`src/rtl/alu_muldiv.sv`:
```
// alu_muldiv: EX-stage ALU with an iterative multiply/divide unit and HI/LO.
//   clk, rst_n        : clock, asynchronous active-low reset
//   a, b              : operands (rs, rt/immediate)
//   alu_control       : operation select
//   start             : launch MULT/MULTU/DIV/DIVU (ignored while busy)
//   result/zero/overflow : combinational ALU outputs
//   busy, done        : mult/div in progress, one-cycle completion pulse
//   hi, lo            : architectural HI/LO registers
//   stall             : pipeline hold request (combinational)
module alu_muldiv #(
    parameter int unsigned WIDTH = 32
) (
    input  logic             clk,
    input  logic             rst_n,
    input  logic [WIDTH-1:0] a,
    input  logic [WIDTH-1:0] b,
    input  logic [3:0]       alu_control,
    input  logic             start,
    output logic [WIDTH-1:0] result,
    output logic             zero,
    output logic             overflow,
    output logic             busy,
    output logic             done,
    output logic [WIDTH-1:0] hi,
    output logic [WIDTH-1:0] lo,
    output logic             stall
);

    localparam int unsigned CW = $clog2(WIDTH + 1);
    localparam int unsigned PW = 2 * WIDTH;

    localparam logic [3:0] OP_AND  = 4'b0000;
    localparam logic [3:0] OP_OR   = 4'b0001;
    localparam logic [3:0] OP_ADD  = 4'b0010;
    localparam logic [3:0] OP_XOR  = 4'b0011;
    localparam logic [3:0] OP_SLTU = 4'b0100;
    localparam logic [3:0] OP_SUB  = 4'b0110;
    localparam logic [3:0] OP_SLT  = 4'b0111;
    localparam logic [3:0] OP_NOR  = 4'b1100;
    localparam logic [3:0] OP_MFHI = 4'b1101;
    localparam logic [3:0] OP_MFLO = 4'b1110;

    typedef enum logic [1:0] {
        S_IDLE = 2'd0,
        S_RUN  = 2'd1,
        S_FIX  = 2'd2
    } state_t;

    state_t           state;
    state_t           state_nxt;
    logic [CW-1:0]    cnt;
    logic [WIDTH-1:0] acc_hi;     // mult: partial product high half; div: remainder
    logic [WIDTH-1:0] acc_lo;     // mult: multiplier/product low; div: dividend/quotient
    logic [WIDTH-1:0] opnd;       // multiplicand or divisor magnitude
    logic [WIDTH-1:0] a_raw;      // original dividend, returned in HI on divide by zero
    logic             op_div;
    logic             sgn_a;
    logic             sgn_b;
    logic             b_zero;

    logic             is_md;
    logic             accept;

    assign is_md  = (alu_control[3:2] == 2'b10);
    assign accept = (state == S_IDLE) && start && is_md;

    // Single-cycle ALU
    logic [WIDTH-1:0] sum;
    logic [WIDTH-1:0] diff;
    logic             add_ov;
    logic             sub_ov;

    assign sum    = a + b;
    assign diff   = a - b;
    assign add_ov = (a[WIDTH-1] == b[WIDTH-1]) && (sum[WIDTH-1] != a[WIDTH-1]);
    assign sub_ov = (a[WIDTH-1] != b[WIDTH-1]) && (diff[WIDTH-1] != a[WIDTH-1]);

    always_comb begin
        result   = '0;
        overflow = 1'b0;
        case (alu_control)
            OP_AND:  result = a & b;
            OP_OR:   result = a | b;
            OP_ADD:  begin result = sum;  overflow = add_ov; end
            OP_XOR:  result = a ^ b;
            OP_SLTU: result = WIDTH'(a < b);
            OP_SUB:  begin result = diff; overflow = sub_ov; end
            OP_SLT:  result = WIDTH'($signed(a) < $signed(b));
            OP_NOR:  result = ~(a | b);
            OP_MFHI: result = hi;
            OP_MFLO: result = lo;
            default: result = '0;
        endcase
    end

    assign zero  = (result == '0);
    assign stall = busy && ((alu_control == OP_MFHI) || (alu_control == OP_MFLO)
                            || (start && is_md));

    // Operand signs and magnitudes at launch; unsigned ops (bit 0 set) stay raw
    logic             sa_in;
    logic             sb_in;
    logic [WIDTH-1:0] mag_a_in;
    logic [WIDTH-1:0] mag_b_in;

    assign sa_in    = ~alu_control[0] & a[WIDTH-1];
    assign sb_in    = ~alu_control[0] & b[WIDTH-1];
    assign mag_a_in = sa_in ? (WIDTH'(0) - a) : a;
    assign mag_b_in = sb_in ? (WIDTH'(0) - b) : b;

    // One shift-add multiply step and one restoring divide step
    logic [WIDTH:0]   mul_sum;
    logic [WIDTH:0]   div_shl;
    logic             div_ge;
    logic [WIDTH-1:0] div_rem;

    assign mul_sum = {1'b0, acc_hi} + {1'b0, (acc_lo[0] ? opnd : {WIDTH{1'b0}})};
    assign div_shl = {acc_hi, acc_lo[WIDTH-1]};
    assign div_ge  = (div_shl >= {1'b0, opnd});
    assign div_rem = div_ge ? WIDTH'(div_shl - {1'b0, opnd}) : div_shl[WIDTH-1:0];

    // Sign fixup and special cases applied in FIX
    logic [PW-1:0]    prod_fix;
    logic [WIDTH-1:0] hi_fix;
    logic [WIDTH-1:0] lo_fix;

    always_comb begin
        prod_fix = {acc_hi, acc_lo};
        hi_fix   = acc_hi;
        lo_fix   = acc_lo;
        if (sgn_a ^ sgn_b) begin
            prod_fix = PW'(0) - {acc_hi, acc_lo};
        end
        if (!op_div) begin
            hi_fix = prod_fix[PW-1:WIDTH];
            lo_fix = prod_fix[WIDTH-1:0];
        end else if (b_zero) begin
            hi_fix = a_raw;
            lo_fix = '1;
        end else begin
            lo_fix = (sgn_a ^ sgn_b) ? (WIDTH'(0) - acc_lo) : acc_lo;
            hi_fix = sgn_a ? (WIDTH'(0) - acc_hi) : acc_hi;
        end
    end

    // FSM state register
    always_ff @(posedge clk or negedge rst_n) begin
        if (!rst_n) begin
            state <= S_IDLE;
        end else begin
            state <= state_nxt;
        end
    end

    // FSM next state
    always_comb begin
        state_nxt = state;
        case (state)
            S_IDLE:  if (accept) state_nxt = S_RUN;
            S_RUN:   if (cnt == CW'(1)) state_nxt = S_FIX;
            S_FIX:   state_nxt = S_IDLE;
            default: state_nxt = S_IDLE;
        endcase
    end

    // Datapath and registered outputs
    always_ff @(posedge clk or negedge rst_n) begin
        if (!rst_n) begin
            cnt    <= '0;
            acc_hi <= '0;
            acc_lo <= '0;
            opnd   <= '0;
            a_raw  <= '0;
            op_div <= 1'b0;
            sgn_a  <= 1'b0;
            sgn_b  <= 1'b0;
            b_zero <= 1'b0;
            busy   <= 1'b0;
            done   <= 1'b0;
            hi     <= '0;
            lo     <= '0;
        end else begin
            done <= 1'b0;
            case (state)
                S_IDLE: begin
                    if (accept) begin
                        busy   <= 1'b1;
                        cnt    <= CW'(WIDTH);
                        op_div <= alu_control[1];
                        sgn_a  <= sa_in;
                        sgn_b  <= sb_in;
                        a_raw  <= a;
                        b_zero <= (b == '0);
                        acc_hi <= '0;
                        if (alu_control[1]) begin
                            acc_lo <= mag_a_in;
                            opnd   <= mag_b_in;
                        end else begin
                            acc_lo <= mag_b_in;
                            opnd   <= mag_a_in;
                        end
                    end
                end
                S_RUN: begin
                    cnt <= cnt - CW'(1);
                    if (op_div) begin
                        acc_hi <= div_rem;
                        acc_lo <= {acc_lo[WIDTH-2:0], div_ge};
                    end else begin
                        acc_hi <= mul_sum[WIDTH:1];
                        acc_lo <= {mul_sum[0], acc_lo[WIDTH-1:1]};
                    end
                end
                S_FIX: begin
                    hi   <= hi_fix;
                    lo   <= lo_fix;
                    done <= 1'b1;
                    busy <= 1'b0;
                end
                default: ;
            endcase
        end
    end

endmodule

```
`config.mk`:
```
export PLATFORM = sky130hd
export DESIGN_NAME = alu_muldiv
export DESIGN_NICKNAME = d
export VERILOG_FILES = /design/src/rtl/alu_muldiv.sv
export SDC_FILE = /design/constraint.sdc
export NUM_CORES = 1
export LEC_CHECK = 0
export BUFFER_PORTS_ARGS = -buffer_cell sky130_fd_sc_hd__buf_4
export CORE_ASPECT_RATIO = 1.25
export CORE_MARGIN = 2
export CORE_UTILIZATION = 30
export CTS_BUF_LIST = sky130_fd_sc_hd__clkbuf_8
export DETAILED_ROUTE_END_ITERATION = 12
export HOLD_SLACK_MARGIN = 0.15
export PLACE_DENSITY = 0.45
export SETUP_SLACK_MARGIN = 0.05
export SLEW_MARGIN = 15
export SYNTH_ARGS = -nofsm -noshare
export SYNTH_HDL_FRONTEND = slang
export SYNTH_SLANG_ARGS = --single-unit
```
`constraint.sdc`:
```
create_clock -name clk -period 5.91 [get_ports clk]
set_clock_uncertainty 0.1 [all_clocks]
set_input_delay 0.2955 -clock clk [delete_from_list [all_inputs] [get_ports clk]]
set_output_delay 0.2955 -clock clk [all_outputs]
set_load 0.005 [all_outputs]
```
==> Word-level counts from Yosys, hierarchy flattened <==
Index checks and enable logic that the tools add are counted.
{ "totals": {"reg_bits": 206, "input_bits": 71} }
{ "classes": {"n_addsub": 10, "order_cmp": 3, "eq_ne": 19, "n_mux": 29, "bitwise": 8, "n_reduce_logical": 18} }
{ "ops": {"columns": ["op", "n"], "rows": [
  ["$mux 32", 16],
  ["$pmux 32 s10", 1],
  ["$pmux 32 s2", 2],
  ["$sub 1x32->32 const A", 4],
  ["$logic_not 32->1", 2],
  ["$lt 32x32->1", 2],
  ["$mux 64", 1],
  ["$sub 1x64->64 const A", 1],
  ["$sub 32x32->32", 2],
  ["$add 32x32->33", 1],
  ["$ge 33x32->1", 1],
  ["$add 32x32->32", 1],
  ["$and 32x32->32", 1],
  ["$not 32->32", 1],
  ["$or 32x32->32", 1],
  ["$xor 32x32->32", 1],
  ["$eq 4x3->1 const B", 3],
  ["$eq 4x4->1 const B", 3],
  ["$pmux 6 s2", 1],
  ["$eq 4x2->1 const B", 2],
  ["$reduce_and 2->1", 4],
  ["$eq 6x1->1 const B", 1],
  ["$logic_and 1x1->1", 6],
  ["$mux 6", 1],
  ["18 further kinds", 28]
]} }

==> Logic depth before layout (Yosys ltp) <==
Gate-level depths: netlist of the first run.
{ "depth": {"depth_word": 6, "ltp_mapped": 15, "ltp_nobuf": 15} }

==> Worst setup path before layout of the first run <==
No wires, ideal clock.
{ "synth_path": {"path_type": "input to output", "start": "input a[0]", "end": "output zero", "arrival_time_ps": 4076, "required_ps": 5515, "path_slack_ps": 1438, "path_stages": 15, "path_buffers": 0, "path_cell_list": "inv_1 ha_1 inv_1 fa_1 nor2b_1 o21ai_1 nand2_1 a2111oi_2 o221ai_1 nor4_1 or4b_1 or4_1 or4_1 nand4bb_1 nor4_2"} }
{ "synth_lines": {"columns": ["item", "line_no", "source"], "rows": [
  ["from (decl)", "15", "input logic [WIDTH-1:0] a,"],
  ["$sub 32x32->32 / $add 32x32->32 (equally long branches)", "74, 73", null],
  ["$pmux 32 s10 (*)", "81", "case (alu_control)"],
  ["net result[6]", "19", "output logic [WIDTH-1:0] result,"],
  ["$logic_not 32->1 (*)", "96", "assign zero = (result == '0);"],
  ["to (decl)", "20", "output logic zero,"]
]} }
Mark *: on every way through the listed nets, which the timed path passes. The rest lies on a longest branch.

==> Final worst setup path of the first run <==
{ "layout_path": {"start": "input b[14]", "end": "output zero"} }
{ "layout_between": {"elab_chain_cells": 4} }
{ "layout_lines": {"columns": ["item", "line_no", "source"], "rows": [
  ["from (decl)", "16", "input logic [WIDTH-1:0] b,"],
  ["branches (longest 2 deep; another with $sub 32x32->32)", null, null],
  ["$pmux 32 s10 (*)", "81", null],
  ["$logic_not 32->1 (*)", "96", null]
]} }
Every way passes the cells marked *.

==> results of run 1 <==
## area by class of cell
cell class | instances | area [um2]
Fill cell | 7817 | 47450
Multi-Input combinational cell | 2439 | 15900
Sequential cell | 206 | 5160
Timing Repair Buffer | 283 | 2257
Tap cell | 960 | 1201
Clock buffer | 54 | 743.2
Inverter | 158 | 594.3
Clock inverter | 18 | 165.2
Antenna cell | 1 | 2.502
## power breakdown
group | switching [W] | leakage (nW) | internal [W]
clock | 0.000740 | 0.503 | 0.000950
combinational | 0.00482 | 8.02 | 0.00336
sequential | 0.00132 | 2.48 | 0.00209
## metrics by stage
stage | util [%] | area [um2] | worst slack (ns)
final | 35.42 | 26020 | 0.2225
after global routing | 35.42 | 26020 | 0.1133
after CTS | 35.38 | 25990 | 0.1586
after detailed placement | 33.53 | 24630 | 0.1832
after global placement | 33.53 | 24630 | 0.1699
after floorplan | - | 22310 | 1.439
## layer usage
| metal | share of wire, % | vias up | global-route usage [%] |
|---|---|---|---|
| met2 | 47 | 811 | 47.76 |
| li1 | - | 11170 | - |
| met4 | 4.4 | 0 | 11.75 |
| met1 | 43 | 11820 | 37.34 |
| met5 | 0 | - | 0 |
| met3 | 5.0 | 189 | 2.967 |
## timing repair
item,in CTS,in global routing
hold endpoints to repair,141,0
setup endpoints to repair,0,1
gates resized for setup,0,6
hold buffers,45,0
## worst register-to-register path: stages (launching register included)
cell and delay [ns]:
sky130_fd_sc_hd__dfrtp_1 0.45, sky130_fd_sc_hd__inv_1 0.43, sky130_fd_sc_hd__buf_4 0.37, sky130_fd_sc_hd__nor2_1 0.10
sky130_fd_sc_hd__ha_1 0.26, sky130_fd_sc_hd__a2111oi_0 0.41, sky130_fd_sc_hd__nand2_1 0.16, sky130_fd_sc_hd__a211o_1 0.37
sky130_fd_sc_hd__a2111oi_0 0.65, sky130_fd_sc_hd__o31a_1 0.33, sky130_fd_sc_hd__o31a_1 0.22, sky130_fd_sc_hd__nand3b_1 0.10
sky130_fd_sc_hd__a31oi_1 0.22, sky130_fd_sc_hd__xnor2_1 0.09, sky130_fd_sc_hd__a221o_1 0.31
## worst max-delay path by stage
stage          endpoint  slack, ns  start
2_1_floorplan      zero       1.44   a[0]
3_3_place_gp       zero       0.17   a[0]
3_5_place_dp       zero       0.18   a[8]
4_1_cts            zero       0.16   a[1]
5_1_grt            zero       0.11   a[1]
6_report           zero       0.22  b[14]
## cell families (layout without fill, tap and decap cells)
kind of cell               count (synthesis)  count (layout)
buffers and inverters                    356             513
xor gates and xnor gates                 193             193
and+or+nand+nor                          953             953
adders and majority gates                171             171
muxes                                     65              65
AOI/OAI and AO/OA                       1057            1057
DFF                                      206             206
other                                      0               1
## state kept, by name (all words and copies together), names as in the netlist, 2 cells and up
register	flops
a_raw	32
acc_hi	32
acc_lo	32
hi	32
lo	32
opnd	32
cnt	6
state	2
## cell usage in the layout, fill, tap and decap left out, types with 33 or more instances in the layout
| master | Yosys | layout |
|---|---|---|
| sky130_fd_sc_hd__dlygate4sd3_1 | 0 | 45 |
| sky130_fd_sc_hd__a31oi_1 | 36 | 36 |
| sky130_fd_sc_hd__a211oi_1 | 79 | 79 |
| sky130_fd_sc_hd__a21oi_1 | 258 | 257 |
| sky130_fd_sc_hd__inv_1 | 156 | 164 |
| sky130_fd_sc_hd__a22oi_1 | 33 | 33 |
| sky130_fd_sc_hd__nor3_1 | 55 | 55 |
| sky130_fd_sc_hd__dfrtp_1 | 206 | 204 |
| sky130_fd_sc_hd__o21ai_0 | 286 | 285 |
| sky130_fd_sc_hd__nand4_1 | 33 | 33 |
| sky130_fd_sc_hd__xor2_1 | 68 | 67 |
| sky130_fd_sc_hd__nor2_1 | 305 | 303 |
| sky130_fd_sc_hd__nand3_1 | 58 | 58 |
| sky130_fd_sc_hd__buf_4 | 2 | 236 |
| sky130_fd_sc_hd__ha_1 | 167 | 167 |
| sky130_fd_sc_hd__clkbuf_8 | 0 | 54 |
| sky130_fd_sc_hd__xnor2_1 | 125 | 125 |
| sky130_fd_sc_hd__o211ai_1 | 48 | 48 |
| sky130_fd_sc_hd__a21o_1 | 46 | 46 |
| sky130_fd_sc_hd__nand2_1 | 309 | 309 |
| sky130_fd_sc_hd__mux2i_1 | 61 | 61 |
==> impl.org, run 1 <==
** STA
- Adding up every negative setup slack in the final design gives 0 ns.
- Max-slew violations :: 0
- After layout, the worst path uses a little over nine tenths of the clock period.
- For this run, the top clock speed supported by timing is roughly 180 MHz.
- Worst slew slack as a fraction of its limit :: about a quarter
- The routed design could run at a clock period as short as between 5 and 6 ns.
- Setup violations remaining at the end of the flow were counted as 0.
- Hold Vio Cnt, Final :: 0
- Worst hold margin :: ~0.15 ns
- Worst-margin pin slew :: around 1.1 ns
- Unrepaired setup endpoints after global routing :: no

** Detailed routing
- Routed vias :: 23.99k
- The routed design has approximately 110 mm of wire.
- Post-DRT Antenna Nets :: 0
- DR WL/cell :: roughly 27 um
- Using the TritonRoute via totals, the vias-per-cell ratio works out to 5.825.
- The first detailed-routing pass ran for 6 iterations.
- After detailed routing, the number of remaining DRC violations is 0.
- The detailed router finished its first iteration with about 1.9k violations.

** Logic synthesis
- sky130_fd_sc_hd__dfrtp_1 takes more of the synthesized area than any other cell.
- Among all flip-flop cells after synthesis, the most frequent one is sky130_fd_sc_hd__dfrtp_1.
- Fraction of synthesized cell area in xor and xnor cells :: roughly 7.6%
- Synth top area share :: 23.11%
- Summing the areas of all compound-gate instances in the mapped netlist gives a little under a third of the synthesized area.
- Async SR Flop Fraction :: 100.0%
- Sequential share of the synthesized area :: roughly 23%
- Synthesis produced a netlist whose cell count is approximately 3.0k.
- By instance count, the leading cell after synthesis is sky130_fd_sc_hd__nand2_1.
- The synthesized netlist devotes about a fifth of its cell area to simple gates.
- The portion of synthesized area spent on multiplexers is slightly below 3%.
- In the post-synthesis netlist, the biggest area contributors are sky130_fd_sc_hd__dfrtp_1 (23%), sky130_fd_sc_hd__ha_1 (9.4%), sky130_fd_sc_hd__o21ai_0 (6.4%), sky130_fd_sc_hd__a21oi_1 (5.8%), sky130_fd_sc_hd__nand2_1 (5.2%).
- Mean area per synthesized cell :: 7.433 um2
- Post-synth net total :: approximately 3.2k
- Share of synthesized cell area in full adder, half adder and majority cells :: 9.727%
- During synthesis, Yosys emitted a total of 0 warnings.
- Synthesis instantiated 94 different standard cells from the library.
- Main combinational cell family by area after synthesis :: compound AO/OA/AOI/OAI gates
- Counting flops and latches in the post-synthesis netlist gives roughly 200.
- Top cells by count, synth :: sky130_fd_sc_hd__nand2_1 (309), sky130_fd_sc_hd__nor2_1 (305), sky130_fd_sc_hd__o21ai_0 (286)
- Number of synthesized flops with an enable pin :: 0
- Mapped Area :: between 20000 and 25000 um2

** Critical path
- R2r worst-path depth :: 14
- Crit path required time :: approximately 5.5 ns
- The critical path contains buffers and inverters numbering 3 combined.
- At the worst endpoint, the arrival time is approximately 5.3 ns.
- Traced cell by cell, the critical path runs through buf_4 -> inv_1 -> ha_1 -> nor2_1 -> nand4_1 -> a211oi_1 -> o31ai_2 -> a41oi_1 -> nand4b_1 -> or4_1 -> or4_4 -> or4_1 -> nand4bb_1 -> nor4_2 -> buf_4.
- By startpoint and endpoint, the worst setup path is classified as in -> out.
- Top fanout value on the critical path :: 6
- Worst R2R Start :: acc_lo[0]
- Grouping stages by cell kind, the critical path spends the most delay in simple AND/OR/NAND/NOR gates.
- In this run the register-to-register setup slack is ~1.2 ns.
- Startpoint types :: input port
- Worst Setup End Kind :: output pin
- The largest individual stage delay along the critical path comes from the cell sky130_fd_sc_hd__a211oi_1.
- The worst register-to-register path ends at acc_hi[30].
- The critical path crosses 15 cells after its start point.
- Slowest Stage Delay on Critical Path :: roughly 0.8 ns

** Worst hold path
- Min-Delay Path Class :: in -> async

** Final layout
- Cells with a size suffix above 1 make up roughly an eighth of the layout.
- Number of nets in the layout :: 3371
- Compared with the post-synthesis result, the final layout area differs by 16.65%.
- For this run, the number of standard cells in the final layout without fillers is 4119.

** Pwr
- Summed over all cells, the static leakage comes to 11.00 nW.
- Power spread over the standard cell area amounts to ~510 nW/um2.
- Total power :: 0.01328 W
- Peak ir drop on the vdd network :: about 0.00027 V

** Die
- The floorplan step set the die height to around 310 um.
- Row generation in the floorplan step produced between 100 and 150 rows.
- Starting density of the core :: just over 30%
- Die width :: around 250 um
- In this run the count of I/O pins placed on the die edge is approximately 170.
- Die Footprint :: roughly 77000 um2
- The region available for standard cell placement spans approximately 73000 um2.

** Placed design
- At the end of routability-driven placement, the weighted congestion stood at 0.9655.
- Placed Cells incl. Taps :: 4001
- Input and output buffers added on the ports amount to between 150 and 200.
- The HPWL after detailed placement is 88.17 mm.

** Clock network
- CTS placed an instance of sky130_fd_sc_hd__clkbuf_8 at the clock tree root.
- The number of setup buffers added after CTS is 0.
- Clock tree synthesis inserted a total of 41 buffers.
- At the later pin of the worst-skew pair, clock insertion delay measures 0.64 ns.
- Clock transition at the register clock pins on the worst setup and hold paths after CTS :: about 0.08 ns
- The tree built by TritonCTS fans out to between 200 and 250 sinks.
- Number of levels the H-tree was split into :: 2
- Counting along the longest clock path gives a buffer depth of 3.
- TritonCTS built the clock tree.

** Run status
- Status :: finished, final reports clean

** Global route
- Grt total ovfl :: 0
- Across every metal layer, demand over resource in global routing totals about 29%.
- Global-route wire length before repair :: 162.3 mm
- Vias in the first global route :: between 20k and 25k
- The initial antenna violation count was 1.
- Largest net degree at the start of global routing :: 109

** Run
- Max-Cap Viols :: 0
Power figures use the tool's default switching activity.
==> inputs of run 2 (changes only) <==
--- a/config.mk
+++ b/config.mk
@@ -12,7 +12,6 @@
 export CTS_BUF_LIST = sky130_fd_sc_hd__clkbuf_8
 export DETAILED_ROUTE_END_ITERATION = 12
 export HOLD_SLACK_MARGIN = 0.15
-export PLACE_DENSITY = 0.45
 export SETUP_SLACK_MARGIN = 0.05
 export SLEW_MARGIN = 15
 export SYNTH_ARGS = -nofsm -noshare
==> impl.org, run 2 (synthesis gave the netlist of run 1 again) <==
** Run status
- The flow ran to the end, and the final reports show no timing, DRC or antenna violations.

** Die
- The die is about 250 um wide.
- Starting density of the core :: slightly above 30%
- Die H :: roughly 300 um
- Die Footprint :: about 77000 um2
- IO Pins :: approximately 170
- After floorplanning, the core was sized to cover around 73000 um2.
- Row generation in the floorplan step produced roughly 110 rows.

** Global route
- The first global-routing pass estimated approximately 140 mm of wire.
- Global Route Usage Sum :: 23.94%
- The initial antenna violation count came to 1.
- Grt total ovfl :: 0
- Entering global routing, the biggest net connects 132 pins.
- Vias in the first global route :: about 23k

** Detailed routing
- Before antenna repair, the detailed router went through 8 iterations.
- After detailed routing, the total wire length is around 94 mm.
- In this run the remaining antenna-violating nets after routing total 0.
- The first routing iteration left just over 2k violations.
- After detailed routing, the number of vias per cell comes to approximately 5.8.
- Routed vias :: about 24k
- Dividing the detail-routed wire length by the instance count gives 23.02 um.
- Drc violations :: 0

** Final layout
- In the layout the commonest cells are sky130_fd_sc_hd__nand2_1 (309), sky130_fd_sc_hd__nor2_1 (302), sky130_fd_sc_hd__o21ai_0 (286), sky130_fd_sc_hd__a21oi_1 (257), sky130_fd_sc_hd__buf_4 (219).
- Combined area of the multi-input logic cells :: ~16000 um2
- Summing all non-filler instances in the final layout gives an area of roughly 26000 um2.
- Sequential cell area in the final layout :: around 5200 um2
- After filler insertion, the fill cell instance count of the layout stands at around 7.9k.
- The library cell used most frequently in the layout, excluding fill and tap cells, is sky130_fd_sc_hd__nand2_1.
- Cells with a size suffix above 1 make up 10.68% of the layout.
- Number of nets in the layout :: roughly 3.3k
- Layout overhead on the synthesized area :: 15.08%

** Clock network
- TritonCTS built the clock tree.
- CTS built an H-tree with a depth of 1.
- The clock passes through at most 3 buffers.
- For the worst-skew pair, the clock arrives at the later sink with an insertion delay of about 0.62 ns.
- Clock tree synthesis inserted a total of 31 buffers.
- CTS placed an instance of sky130_fd_sc_hd__clkbuf_8 at the clock tree root.
- Number of sinks driven by the clock tree :: approximately 210
- Clock transition at the register clock pins on the worst setup and hold paths after CTS :: roughly 0.060 ns

** Critical path
- Walking the worst path, the cells encountered are dlygate4sd3_1 -> buf_4 -> inv_1 -> ha_1 -> inv_1 -> nand4_1 -> a211oi_2 -> o31ai_2 -> a41oi_1 -> nand4b_1 -> or4_1 -> or4_1 -> or4_1 -> nand4bb_1 -> nor4_2 -> buf_4.
- Worst Setup End Kind :: output pin
- Number of buffers and inverters on the critical path :: 5
- Arrival time reported for the critical path endpoint :: 5.41 ns
- The kind of cell with the highest combined delay along the critical path is simple AND/OR/NAND/NOR gates.
- Slowest cell on the critical path :: sky130_fd_sc_hd__or4_1
- In this run the worst path has a maximum fanout of 7.
- Data on the critical path is required at its endpoint by roughly 5.5 ns.
- By startpoint and endpoint, the worst setup path is classified as in -> out.
- Slowest Stage Delay on Critical Path :: 0.64 ns
- In this design, the critical path's most frequently occurring cell is sky130_fd_sc_hd__or4_1.
- The worst setup path is launched from an input port.

** STA
- Hold Vio Cnt, Final :: 0
- Final Worst Setup Slack :: around 0.1 ns
- Time the worst path needs with I/O delays and setup :: 5.807 ns
- Setup repair after global routing left no endpoint under its margin.
- Share of the clock period used by the worst path after layout :: a little over nine tenths
- Setup violators final :: 0
- The final-report max-slew violation count was 0.
- Worst slew slack as a fraction of its limit :: around 22%
- Sum of negative setup slack :: 0 ns
- Max Freq :: between 150 and 200 MHz
- Worst-margin pin slew :: 1.164 ns

** Pwr
- Total power divided by cell area :: 485.7 nW/um2
- Peak ir drop on the vdd network :: about 0.00020 V
- Total power :: 0.01247 W
- In this run the static leakage power is about 11 nW.

** Placed design
- Post-DP Area :: between 20000 and 25000 um2
- Once detailed placement completed, the half-perimeter wirelength came to 73.19 mm.
- RD Place Congestion :: approximately 1.0
- IO buf count :: about 170
- Post-placement worst setup slack :: 0.3257 ns

** Worst hold path
- Min-Delay Path Class :: in -> async

** Run
- Across the run, the number of max-cap violations was 0.
[run 2: worst paths after layout]
path / from / end / slack, ns / cells past startpoint
max: a[11] / zero / 0.10 / 16
min: rst_n / cnt[1] / 0.13 / 2
max reg2reg: acc_hi[0] / hi[28] / 1.15 / 13
min reg2reg: cnt[5] / cnt[5] / 0.38 / 1
max in group asynchronous: rst_n / op_div / 4.30 / 3
min in group clk: alu_control[3] / busy / 0.20 / 4
[run 2: final cells by class]
| class | instances | area share, % |
|---|---|---|
| Tap cell | 960 | 4.679 |
| Inverter | 158 | 2.310 |
| Clock inverter | 17 | 0.4728 |
| Multi-Input combinational cell | 2439 | 61.92 |
| Antenna cell | 1 | 0.009748 |
| Timing Repair Buffer | 268 | 8.413 |
| Clock buffer | 39 | 2.091 |
| Sequential cell | 206 | 20.10 |
[run 2: per-stage QoR]
stage / cells / hold WS [ns] / utilization (%)
final: 4088 / 0.1293 / 34.94
after global routing: 4088 / 0.1717 / 34.94
after CTS: 4086 / 0.1505 / 34.89
after detailed placement: 3984 / 0.2208 / 33.37
after global placement: 3984 / 0.2120 / 33.37
after floorplan: 3001 / -0.1001 / -
[run 2: metal layers]
metal	share of wire [%]	global-route usage [%]	vias up
met5	0	0	-
met4	6.6	14.32	0
met3	5.8	2.343	232
met2	48	41.02	920
met1	40	28.88	11360
li1	-	-	11130
[run 2: report_power, final]
group	internal [W]	switching (W)
Sequential	0.00209	0.00117
Combinational	0.00334	0.00459
Clock	0.000677	0.000609
Total	0.00610	0.00637
[run 2: what timing repair did]
item | 4_1_cts | 5_1_grt
hold buffers | 46 | 0
gates resized for setup | 0 | 5
buffers inserted | 0 | 1
endpoints found under the setup margin | 0 | 1
endpoints found under the hold margin | 124 | 0
[run 2: worst reg2reg max path, delay by kind of cell, from the launching register on]
family	cells	cell delay [ns]
compound gates	2	0.30
xor+xnor	1	0.08
fa+ha+maj	1	0.22
buf+inv	1	0.27
flops	1	0.60
mux	2	0.45
simple gates	6	2.57
==> inputs of run 3 (changes only) <==
--- a/config.mk
+++ b/config.mk
@@ -8,10 +8,11 @@
 export BUFFER_PORTS_ARGS = -buffer_cell sky130_fd_sc_hd__buf_4
 export CORE_ASPECT_RATIO = 1.25
 export CORE_MARGIN = 2
-export CORE_UTILIZATION = 30
+export CORE_UTILIZATION = 55
 export CTS_BUF_LIST = sky130_fd_sc_hd__clkbuf_8
 export DETAILED_ROUTE_END_ITERATION = 12
 export HOLD_SLACK_MARGIN = 0.15
+export PLACE_DENSITY = 0.74
 export SETUP_SLACK_MARGIN = 0.05
 export SLEW_MARGIN = 15
 export SYNTH_ARGS = -nofsm -noshare
==> impl.org, run 3 (synthesis gave the netlist of run 1 again) <==
** Run status
- Status :: finished, final reports clean

** STA
- Setup violations remaining at the end of the flow were counted as 0.
- Worst-margin pin slew :: just under 1 ns
- Unrepaired setup endpoints after global routing :: no
- The final-report max-slew violation count came to 0.
- Share of the clock period used by the worst path after layout :: 98.39%
- For the finished layout, the period the worst path requires is 5.815 ns.
- Hold is met by between 0.1 and 0.15 ns.
- Final Worst Setup Slack :: about 0.095 ns
- Hold Vio Cnt, Final :: 0
- Max Freq :: roughly 170 MHz
- Sum of negative setup slack :: 0 ns
- Measured against its own limit, the worst slew margin works out to between 30% and 40%.

** Pwr
- Reg power frac :: about 27%
- Combinational cells account for 62.9% of the total power.
- Total power divided by cell area :: 508.9 nW/um2
- In this run the static leakage power is approximately 11 nW.
- The internal power of the cells totals 0.006127 W.
- Switching component of the power :: 0.006677 W
- Clock share of power :: approximately 10%
- Across the VDD grid, the largest voltage drop is approximately 0.0006 V.
- Net switching is a little over half of the power.

** Die
- The floorplan has between 80 and 90 rows.
- The floorplan step set the die height to about 230 um.
- Starting density of the core :: between 50% and 60%
- The die is approximately 180 um wide.
- approximately 170 I/O pins were placed.
- The floorplan step defined a die boundary enclosing 42190 um2.
- After floorplanning, the core was sized to cover between 40000 and 50000 um2.

** Critical path
- Startpoint types :: input port
- The worst setup path is captured at an output pin.
- Arrival time reported for the critical path endpoint :: around 5.4 ns
- The worst register-to-register path begins at acc_lo[0].
- Top fanout value on the critical path :: 11
- The critical path starts at a[2].
- Worst Setup Path Type :: in -> out
- Crit path required time :: between 5 and 6 ns

** Clock network
- Clock transition at the register clock pins on the worst setup and hold paths after CTS :: 0.07 ns
- Clock Root Buffer :: sky130_fd_sc_hd__clkbuf_8
- Number of levels the H-tree was split into :: 1
- TritonCTS clock tree :: built
- The longest clock path from root to sink contains 3 buffers.
- Clock latency on the worst-skew pair :: slightly above 0.6 ns
- Number of sinks driven by the clock tree :: around 210
- Counting the buffers created by CTS gives 31.

** Detailed routing
- Dividing the detail-routed wire length by the instance count gives about 27 um.
- In the routed layout, each cell is associated on average with a via count of around 7.
- In the routed design, unresolved DRC markers number 0.
- Total detailed-routing wirelength :: a little under 100 mm
- In this run, the number of DRC markers left after iteration 0 of detailed routing was ~3.4k.
- The first detailed-routing pass took 6 iterations.
- Post-DRT Antenna Nets :: 0
- The routed layout has about 25k vias.

** Final layout
- In the layout the commonest cells are sky130_fd_sc_hd__nand2_1 (309), sky130_fd_sc_hd__nor2_1 (304), sky130_fd_sc_hd__o21ai_0 (286), sky130_fd_sc_hd__a21oi_1 (257), sky130_fd_sc_hd__buf_4 (235).
- After the flow finishes, the layout carries non-filler instances totaling 3642.
- For this run, the post-layout net count is around 3.4k.
- Most common cell after layout, fill and taps aside :: sky130_fd_sc_hd__nand2_1
- Inserted Diodes :: 0
- The post-route netlist has between 10 and 15% of its cells at a drive strength greater than 1.
- Number of filler instances in the final layout :: between 3k and 4k
- The area growth from synthesis to layout is 12.81%.

** Global route
- Global routing finished with a remaining overflow of 0.
- Initial antenna violation count :: 2
- Global routing used between 40 and 50% of the available tracks across all layers.
- Global-route wire length before repair :: about 150 mm
- The number of global-route vias before repair is between 20k and 25k.
- Largest net degree at the start of global routing :: a little under 80

** Placed design
- OpenSTA, run right after detailed placement, puts the worst setup slack at 0.5676 ns.
- Half-perimeter wire length after detailed placement :: between 70 and 80 mm
- Placed Cells incl. Taps :: 3542
- IO buf count :: approximately 170
- RD Place Congestion :: between 1 and 1.5

** Worst hold path
- Min-Delay Path Class :: in -> async

** Run
- Max-cap violations in this run came to 0.
-- run 3: final timing paths --
check | depth (start not counted) | end | slack (ns)
max in group asynchronous | 3 | op_div | 4.14
worst min register to register | 1 | cnt[5] | 0.39
worst min-delay path | 2 | acc_hi[3] | 0.14
worst max-delay path | 16 | zero | 0.1
worst max register to register | 14 | acc_hi[30] | 1.07
min in group clk | 4 | opnd[17] | 0.16
-- run 3: timing repair --
action	4_1_cts	5_1_grt
setup buffers	0	1
endpoints found under the setup margin	0	1
resized for setup	0	6
endpoints found under the hold margin	116	0
hold buffers	43	0
-- run 3: area by class of cell --
class | count | area (um2) | share of cell area (%)
clock buffer | 44 | 605.6 | 2.407
clock inverter | 12 | 78.83 | 0.3133
inverter | 158 | 593.1 | 2.357
multi-input combinational | 2439 | 15880 | 63.13
sequential | 206 | 5160 | 20.51
tap | 504 | 630.6 | 2.506
timing repair buffer | 279 | 2210 | 8.782
-- run 3: through the flow --
stage | util [%] | total power [W] | cell area [um2]
2_1_floorplan | - | 0.008452 | 22310
3_3_place_gp | 60.01 | 0.01081 | 24010
3_5_place_dp | 60.01 | 0.01110 | 24010
4_1_cts | 62.80 | 0.01248 | 25130
5_1_grt | 62.88 | 0.01362 | 25160
6_report | 62.88 | 0.01280 | 25160
-- run 3: power groups by stage --
stage | logic, W | clock network, W | registers (W)
floorplan | 0.00584 | 0 | 0.00261
global placement | 0.00750 | 0 | 0.00331
detailed placement | 0.00776 | 0 | 0.00335
CTS | 0.00785 | 0.00130 | 0.00333
global route | 0.00881 | 0.00136 | 0.00345
finish | 0.00805 | 0.00131 | 0.00344
-- run 3: critical path: stages --
cell	delay, ns
sky130_fd_sc_hd__dlygate4sd3_1	0.54
sky130_fd_sc_hd__buf_4	0.15
sky130_fd_sc_hd__inv_1	0.10
sky130_fd_sc_hd__ha_1	0.52
sky130_fd_sc_hd__nor3_1	0.12
sky130_fd_sc_hd__o31ai_1	0.48
sky130_fd_sc_hd__a31oi_1	0.20
sky130_fd_sc_hd__a211oi_1	0.58
sky130_fd_sc_hd__o211ai_1	0.34
sky130_fd_sc_hd__o21ai_0	0.61
sky130_fd_sc_hd__o221ai_1	0.32
sky130_fd_sc_hd__or3_1	0.36
sky130_fd_sc_hd__a32oi_1	0.38
sky130_fd_sc_hd__or4_1	0.21
sky130_fd_sc_hd__nor4_2	0.05
sky130_fd_sc_hd__buf_4	0.17
-- run 3: routing by layer --
layer / share of wire (%) / global-route usage, % / up-vias
met5: 0.013 / 0 / -
met4: 7.3 / 27.83 / 2
met3: 12 / 8.634 / 420
met2: 44 / 71.04 / 1906
met1: 37 / 57.27 / 11920
li1: - / - / 11140
